<file path="src/rtl/ssd_pkg.sv">
// ---------------------------------------------------------------------------
// ssd_pkg
// Shared definitions for the seven-segment display driver:
//   state_t      - conversion FSM states
//   NUM_DIGITS   - number of display digits
//   BIN_W        - width of the binary value being displayed
//   SEG_TABLE    - active-low segment patterns {g,f,e,d,c,b,a} for 0..F
//   SEG_BLANK    - active-low pattern with every segment off
//   bcd_adjust() - double-dabble "add 3 to every nibble >= 5" step
// ---------------------------------------------------------------------------
package ssd_pkg;

   typedef enum logic [1:0] {
      IDLE,
      CONV,
      DONE
   } state_t;

   localparam int NUM_DIGITS = 4;
   localparam int BIN_W      = 13;
   localparam int BCD_W      = 4 * NUM_DIGITS;

   localparam logic [6:0] SEG_BLANK = 7'h7F;

   localparam logic [6:0] SEG_TABLE [16] = '{
      7'b1000000,   // 0
      7'b1111001,   // 1
      7'b0100100,   // 2
      7'b0110000,   // 3
      7'b0011001,   // 4
      7'b0010010,   // 5
      7'b0000010,   // 6
      7'b1111000,   // 7
      7'b0000000,   // 8
      7'b0010000,   // 9
      7'b0001000,   // A
      7'b0000011,   // b
      7'b1000110,   // C
      7'b0100001,   // d
      7'b0000110,   // E
      7'b0001110    // F
   };

   // Any BCD nibble that is 5 or more would exceed 9 after the next
   // doubling, so it is pre-corrected by 3 before the shift.
   function automatic logic [BCD_W-1:0] bcd_adjust(input logic [BCD_W-1:0] bcd);
      logic [BCD_W-1:0] res;
      res = bcd;
      for (int i = 0; i < NUM_DIGITS; i++) begin
         if (bcd[i*4 +: 4] >= 4'd5) begin
            res[i*4 +: 4] = bcd[i*4 +: 4] + 4'd3;
         end
      end
      return res;
   endfunction

endpackage

</file>
<file path="src/rtl/seg7_decoder.sv">
// ---------------------------------------------------------------------------
// seg7_decoder
// Combinational hex nibble to active-low seven-segment pattern.
// Ports:
//   nibble  in  4  digit value 0..F
//   seg     out 7  segments {g,f,e,d,c,b,a}, active-low
// ---------------------------------------------------------------------------
module seg7_decoder
   import ssd_pkg::*;
(
   input  logic [3:0] nibble,
   output logic [6:0] seg
);

   assign seg = SEG_TABLE[nibble];

endmodule

</file>
<file path="src/rtl/ssd_display_driver.sv">
// ---------------------------------------------------------------------------
// ssd_display_driver
// Converts a 13-bit debug value to four decimal digits (sequential double
// dabble) or four hex nibbles, and scans them onto a 4-digit common-anode
// seven-segment display with optional leading-zero blanking.
// Parameters:
//   REFRESH_DIV  clk cycles per digit slot (>= 2)
//   BLANK_LZ     1 = blank leading zeros (digit 0 always shown)
// Ports:
//   clk       in  1   system clock
//   rst       in  1   synchronous, active-high reset
//   value     in  13  binary value to display
//   hex_mode  in  1   1 = hex display, 0 = decimal
//   anode     out 4   digit enables, active-low, bit 0 = ones digit
//   cathode   out 7   segments {g,f,e,d,c,b,a}, active-low
//   dp        out 1   decimal point, active-low, always off
//   busy      out 1   conversion in progress
//   digits    out 16  latched display nibbles {d3,d2,d1,d0}
// ---------------------------------------------------------------------------
module ssd_display_driver
   import ssd_pkg::*;
#(
   parameter int REFRESH_DIV = 100000,
   parameter bit BLANK_LZ    = 1'b1
) (
   input  logic             clk,
   input  logic             rst,
   input  logic [BIN_W-1:0] value,
   input  logic             hex_mode,
   output logic [3:0]       anode,
   output logic [6:0]       cathode,
   output logic             dp,
   output logic             busy,
   output logic [BCD_W-1:0] digits
);

   localparam int CNT_W = (REFRESH_DIV > 2) ? $clog2(REFRESH_DIV) : 1;
   localparam logic [CNT_W-1:0] CNT_MAX = CNT_W'(REFRESH_DIV - 1);

   state_t           state;
   logic [BIN_W:0]   last_val;
   logic             force_conv;
   logic [BIN_W-1:0] bin_sr;
   logic [BCD_W-1:0] bcd;
   logic [BCD_W-1:0] bcd_adj;
   logic [3:0]       bit_cnt;
   logic             start;

   logic [CNT_W-1:0] refresh_cnt;
   logic [1:0]       digit_sel;
   logic [3:0]       cur_nibble;
   logic             cur_blank;
   logic [6:0]       cur_seg;

   assign bcd_adj = bcd_adjust(bcd);
   assign start   = ({hex_mode, value} != last_val) || force_conv;
   assign dp      = 1'b1;

   // Conversion FSM. The bcd register doubles as the result register: hex
   // mode loads it directly, decimal mode builds it one shift per cycle.
   // digits only ever changes in DONE, so partial results are never shown.
   always_ff @(posedge clk) begin
      if (rst) begin
         state      <= IDLE;
         last_val   <= '0;
         force_conv <= 1'b1;
         bin_sr     <= '0;
         bcd        <= '0;
         bit_cnt    <= '0;
         busy       <= 1'b0;
         digits     <= '0;
      end else begin
         case (state)
            IDLE: begin
               if (start) begin
                  last_val   <= {hex_mode, value};
                  force_conv <= 1'b0;
                  busy       <= 1'b1;
                  if (hex_mode) begin
                     bcd   <= {3'b000, value};
                     state <= DONE;
                  end else begin
                     bin_sr  <= value;
                     bcd     <= '0;
                     bit_cnt <= '0;
                     state   <= CONV;
                  end
               end
            end
            CONV: begin
               {bcd, bin_sr} <= {bcd_adj, bin_sr} << 1;
               bit_cnt       <= bit_cnt + 4'd1;
               if (bit_cnt == 4'(BIN_W - 1)) begin
                  state <= DONE;
               end
            end
            DONE: begin
               digits <= bcd;
               busy   <= 1'b0;
               state  <= IDLE;
            end
            default: state <= IDLE;
         endcase
      end
   end

   // Select the nibble for the current slot. A digit above the ones digit
   // is blanked when it and every digit to its left are zero.
   always_comb begin
      cur_nibble = digits[3:0];
      cur_blank  = 1'b0;
      case (digit_sel)
         2'd0: begin
            cur_nibble = digits[3:0];
            cur_blank  = 1'b0;
         end
         2'd1: begin
            cur_nibble = digits[7:4];
            cur_blank  = (digits[15:4] == 12'd0);
         end
         2'd2: begin
            cur_nibble = digits[11:8];
            cur_blank  = (digits[15:8] == 8'd0);
         end
         default: begin
            cur_nibble = digits[15:12];
            cur_blank  = (digits[15:12] == 4'd0);
         end
      endcase
      cur_blank = cur_blank && BLANK_LZ;
   end

   seg7_decoder u_seg7_decoder (
      .nibble (cur_nibble),
      .seg    (cur_seg)
   );

   // Refresh scan. anode and cathode are registered from the same
   // digit_sel so the pair for a slot always changes together.
   always_ff @(posedge clk) begin
      if (rst) begin
         refresh_cnt <= '0;
         digit_sel   <= '0;
         anode       <= 4'b1111;
         cathode     <= SEG_BLANK;
      end else begin
         if (refresh_cnt == CNT_MAX) begin
            refresh_cnt <= '0;
            digit_sel   <= digit_sel + 2'd1;
         end else begin
            refresh_cnt <= refresh_cnt + 1'b1;
         end
         anode   <= ~(4'b0001 << digit_sel);
         cathode <= cur_blank ? SEG_BLANK : cur_seg;
      end
   end

endmodule
</file>
<file path="config.mk">
export PLATFORM = sky130hd
export DESIGN_NAME = ssd_display_driver
export DESIGN_NICKNAME = d
export VERILOG_FILES = /design/src/rtl/ssd_pkg.sv /design/src/rtl/seg7_decoder.sv /design/src/rtl/ssd_display_driver.sv
export SDC_FILE = /design/constraint.sdc
export NUM_CORES = 1
export LEC_CHECK = 0
export ABC_AREA = 1
export ABC_CLOCK_PERIOD_IN_PS = 4000
export CORE_MARGIN = 2
export CORE_UTILIZATION = 45
export CTS_CLUSTER_DIAMETER = 120
export DETAILED_ROUTE_END_ITERATION = 12
export DONT_BUFFER_PORTS = 1
export PLACE_DENSITY = 0.62
export SKIP_LAST_GASP = 1
export SYNTH_ARGS = -nofsm -noshare
export SYNTH_HDL_FRONTEND = slang
export SYNTH_HIERARCHICAL = 1
export SYNTH_SLANG_ARGS = --single-unit
</file>
<file path="constraint.sdc">
create_clock -name clk -period 4 [get_ports clk]
set_clock_uncertainty 0.2 [all_clocks]
set_input_delay 1.2 -clock clk [delete_from_list [all_inputs] [get_ports clk]]
set_output_delay 1.2 -clock clk [all_outputs]
set_load 0.05 [all_outputs]
</file>
==> reports/results.txt <==
Status = finished, final reports clean
Area grow syn2layout = 6.67%
Postcts setup bufs = 0
Crit-path max cell delay = 0.79 ns
Hold Startpoint = refresh_cnt[0]
Post-layout minimum cycle time = 2.68 ns
Syn nets = 805
Share of layout cells above drive strength 1 = 7.28%
Number of cells on the worst reg-to-reg path = 9
Library cells used by synthesis = 40
Hold endpoint = refresh_cnt[0]
Largest fanout on the critical path = 9
Port Buffers = 0
Post-synth top flop = dfxtp_1
Inst Count DP = 883
Final Max Slew Viols = 0
Clock Tree Buf Depth = 2
DR WL/cell = 12.5 um
Initial DRC Count = 273
Num rows = 39
R2r endpoint = cathode[4]
Final Wtd Congestion = 0.827
Drt total wl = 11300 um
Synth async-reset ratio = 0%
CP required = 4.01 ns
First-pass GRT wire length = 19700 um
CP Buf/Inv Count = 3
Congestion Overflow GR = 0
Slew headroom = 35.1%
Final non-filler cell total = 899
Peak supply drop = 0.313 mV
Post-DP HPWL = 8090 um
Cells taking the most area after synthesis = dfxtp_1, nand2_1, inv_1
CP top delay family = compound AO/OA/AOI/OAI gates
Fmax = 373 MHz
Final instance area = 0.00558 mm2
Worst path arrival time = 2.69 ns
Die Height = 112 um
Most common cell after layout, fill and taps aside = nand2_1
Initial antenna violation count = 0
ANT cells = 0
Post-Synthesis Cells = 766
Endpoint class of the critical path = register
Seq/Total Area, Yosys = 37.1%
Critical-path cell list = inv_1 > o22ai_1 > a21oi_1 > o21ai_0 > inv_2 > nand3_1 > nand2_1 > inv_1 > nand2_1
DIE WIDTH = 112 um
Final layout net count = 790
Root buffer cell = clkbuf_16
CTS H-tree lvls = 3
Flop2flop setup slack = 1.32 ns
Via count = 4580
Hold Crit Depth = 1
Antenna violation net count after detailed routing = 0
Number of synthesized flops with an enable pin = 0
Power, Total = 2.54 mW
Pwr dens = 455 mW/mm2
Pre-antenna DRT Iters = 5
Vias in the first global route = 4272
Placed instance area = 0.00528 mm2
GR Util All Layers = 18.9%
Final Hold Vio Count = 0
Lkg Pwr = 2.47 nW
Syn avg cell area = 6.83 um2
Period utilisation layout = 67.0%
Clock slew at reported path FFs = 0.07 ns
Most frequent cells in the layout = nand2_1, dfxtp_1, inv_1
Synthesized flop and latch total = 97
I/O pin cnt = 45
Initial Utilization = 46.0%
Critical path class = register to register
Die area = 0.0125 mm2
Final setup fails = 0
Synthesized area = 0.00523 mm2
Leading area contributor after synthesis = dfxtp_1
CTS tree = built
Largest net degree at the start of global routing = 54
Later-pin clock latency in the skew report = 0.34 ns
CORE AREA = 0.0114 mm2
Yosys Warn Count = 6
DRC Markers = 0
Least-Margin Pin Slew = 0.964 ns
CTS Hold Bufs = 0
CTS Buf Count = 9
RSZ-0062 raised after global routing = false
Sum of negative setup slack = 0 ns
Drt via density = 5.09
Path category of the worst min-delay check = register to register
Synth top area share = 37.1%
Worst setup SP type = register
Num Clock Sinks = 97
Max-cap viol count = 0
Slowest-stage cell, CP = o21ai_0
Post-cts resize count = 0
Fillers = 1136
FF-to-FF Start = digits[11]
==> report_power, final <==
part / leakage, nW / internal, mW / switching, mW
Combinational: 1.53 / 0.160 / 0.298
Clock: 0.150 / 0.506 / 0.369
Sequential: 0.798 / 1.05 / 0.156
Total: 2.47 / 1.72 / 0.823
==> flip-flops by register name (all words and copies together) (netlist names) <==
register,count
refresh_cnt,17
state,2
digit_sel,2
bcd,16
digits,16
anode,4
force_conv,1
cathode,7
last_val,14
bit_cnt,4
busy,1
bin_sr,13
==> metrics by stage <==
stage	setup slack, ns	hold WS [ns]	util (%)
floorplan	1.54	0.217	-
global placement	1.27	0.230	46.4
detailed placement	1.25	0.238	46.4
CTS	1.37	0.253	49.1
global route	1.11	0.282	49.1
finish	1.32	0.249	49.1
==> cell type report <==
| class | count | area, um2 | area share, % |
|---|---|---|---|
| Clock buffer | 11 | 243 | 4.35 |
| Clock inverter | 5 | 65.1 | 1.17 |
| Inverter | 95 | 357 | 6.39 |
| Multi-Input combinational cell | 541 | 2750 | 49.2 |
| Sequential cell | 97 | 1940 | 34.8 |
| Tap cell | 143 | 179 | 3.20 |
| Timing Repair Buffer | 7 | 52.6 | 0.941 |
==> kinds of logic (layout without fill, tap and decap cells) <==
logic type / count (synthesis) / count (layout) / share of synthesized area, %
other cells: 1 / 1 / 0.0717
fa+ha+maj: 23 / 23 / 5.50
simple gates: 384 / 384 / 32.9
compound gates: 123 / 123 / 12.3
buf+inv: 128 / 118 / 10.4
flops: 97 / 97 / 37.1
xor+xnor: 10 / 10 / 1.67
==> worst max path at each step <==
stage	endpoint	cells past startpoint	from	slack, ns
after global placement	bcd[12]	11	hex_mode	1.27
after detailed placement	bcd[10]	11	hex_mode	1.25
after global routing	cathode[0]	9	digits[11]	1.11
final	cathode[4]	9	digits[11]	1.32
after CTS	cathode[4]	9	digits[11]	1.37
after floorplan	bin_sr[10]	12	value[9]	1.54
==> cell usage after synthesis, drive strengths merged (2+ instances only) <==
cell type,instances
nand4,4
nand3,61
nor2,87
dfxtp,97
clkbuf,13
nand3b,12
a21oi,65
xnor2,4
nor4,3
a221oi,2
inv,94
buf,20
nor3,10
xor2,6
nand2,203
o21ai,53
or2,3
ha,23
==> layer usage <==
layer  GRT usage (%)  share of wire, %
met3            3.76               4.4
met5               0                 0
met2            32.2                48
met1            23.8                46
met4            6.83               1.4
No activity file was read; power rests on OpenSTA's default activity.
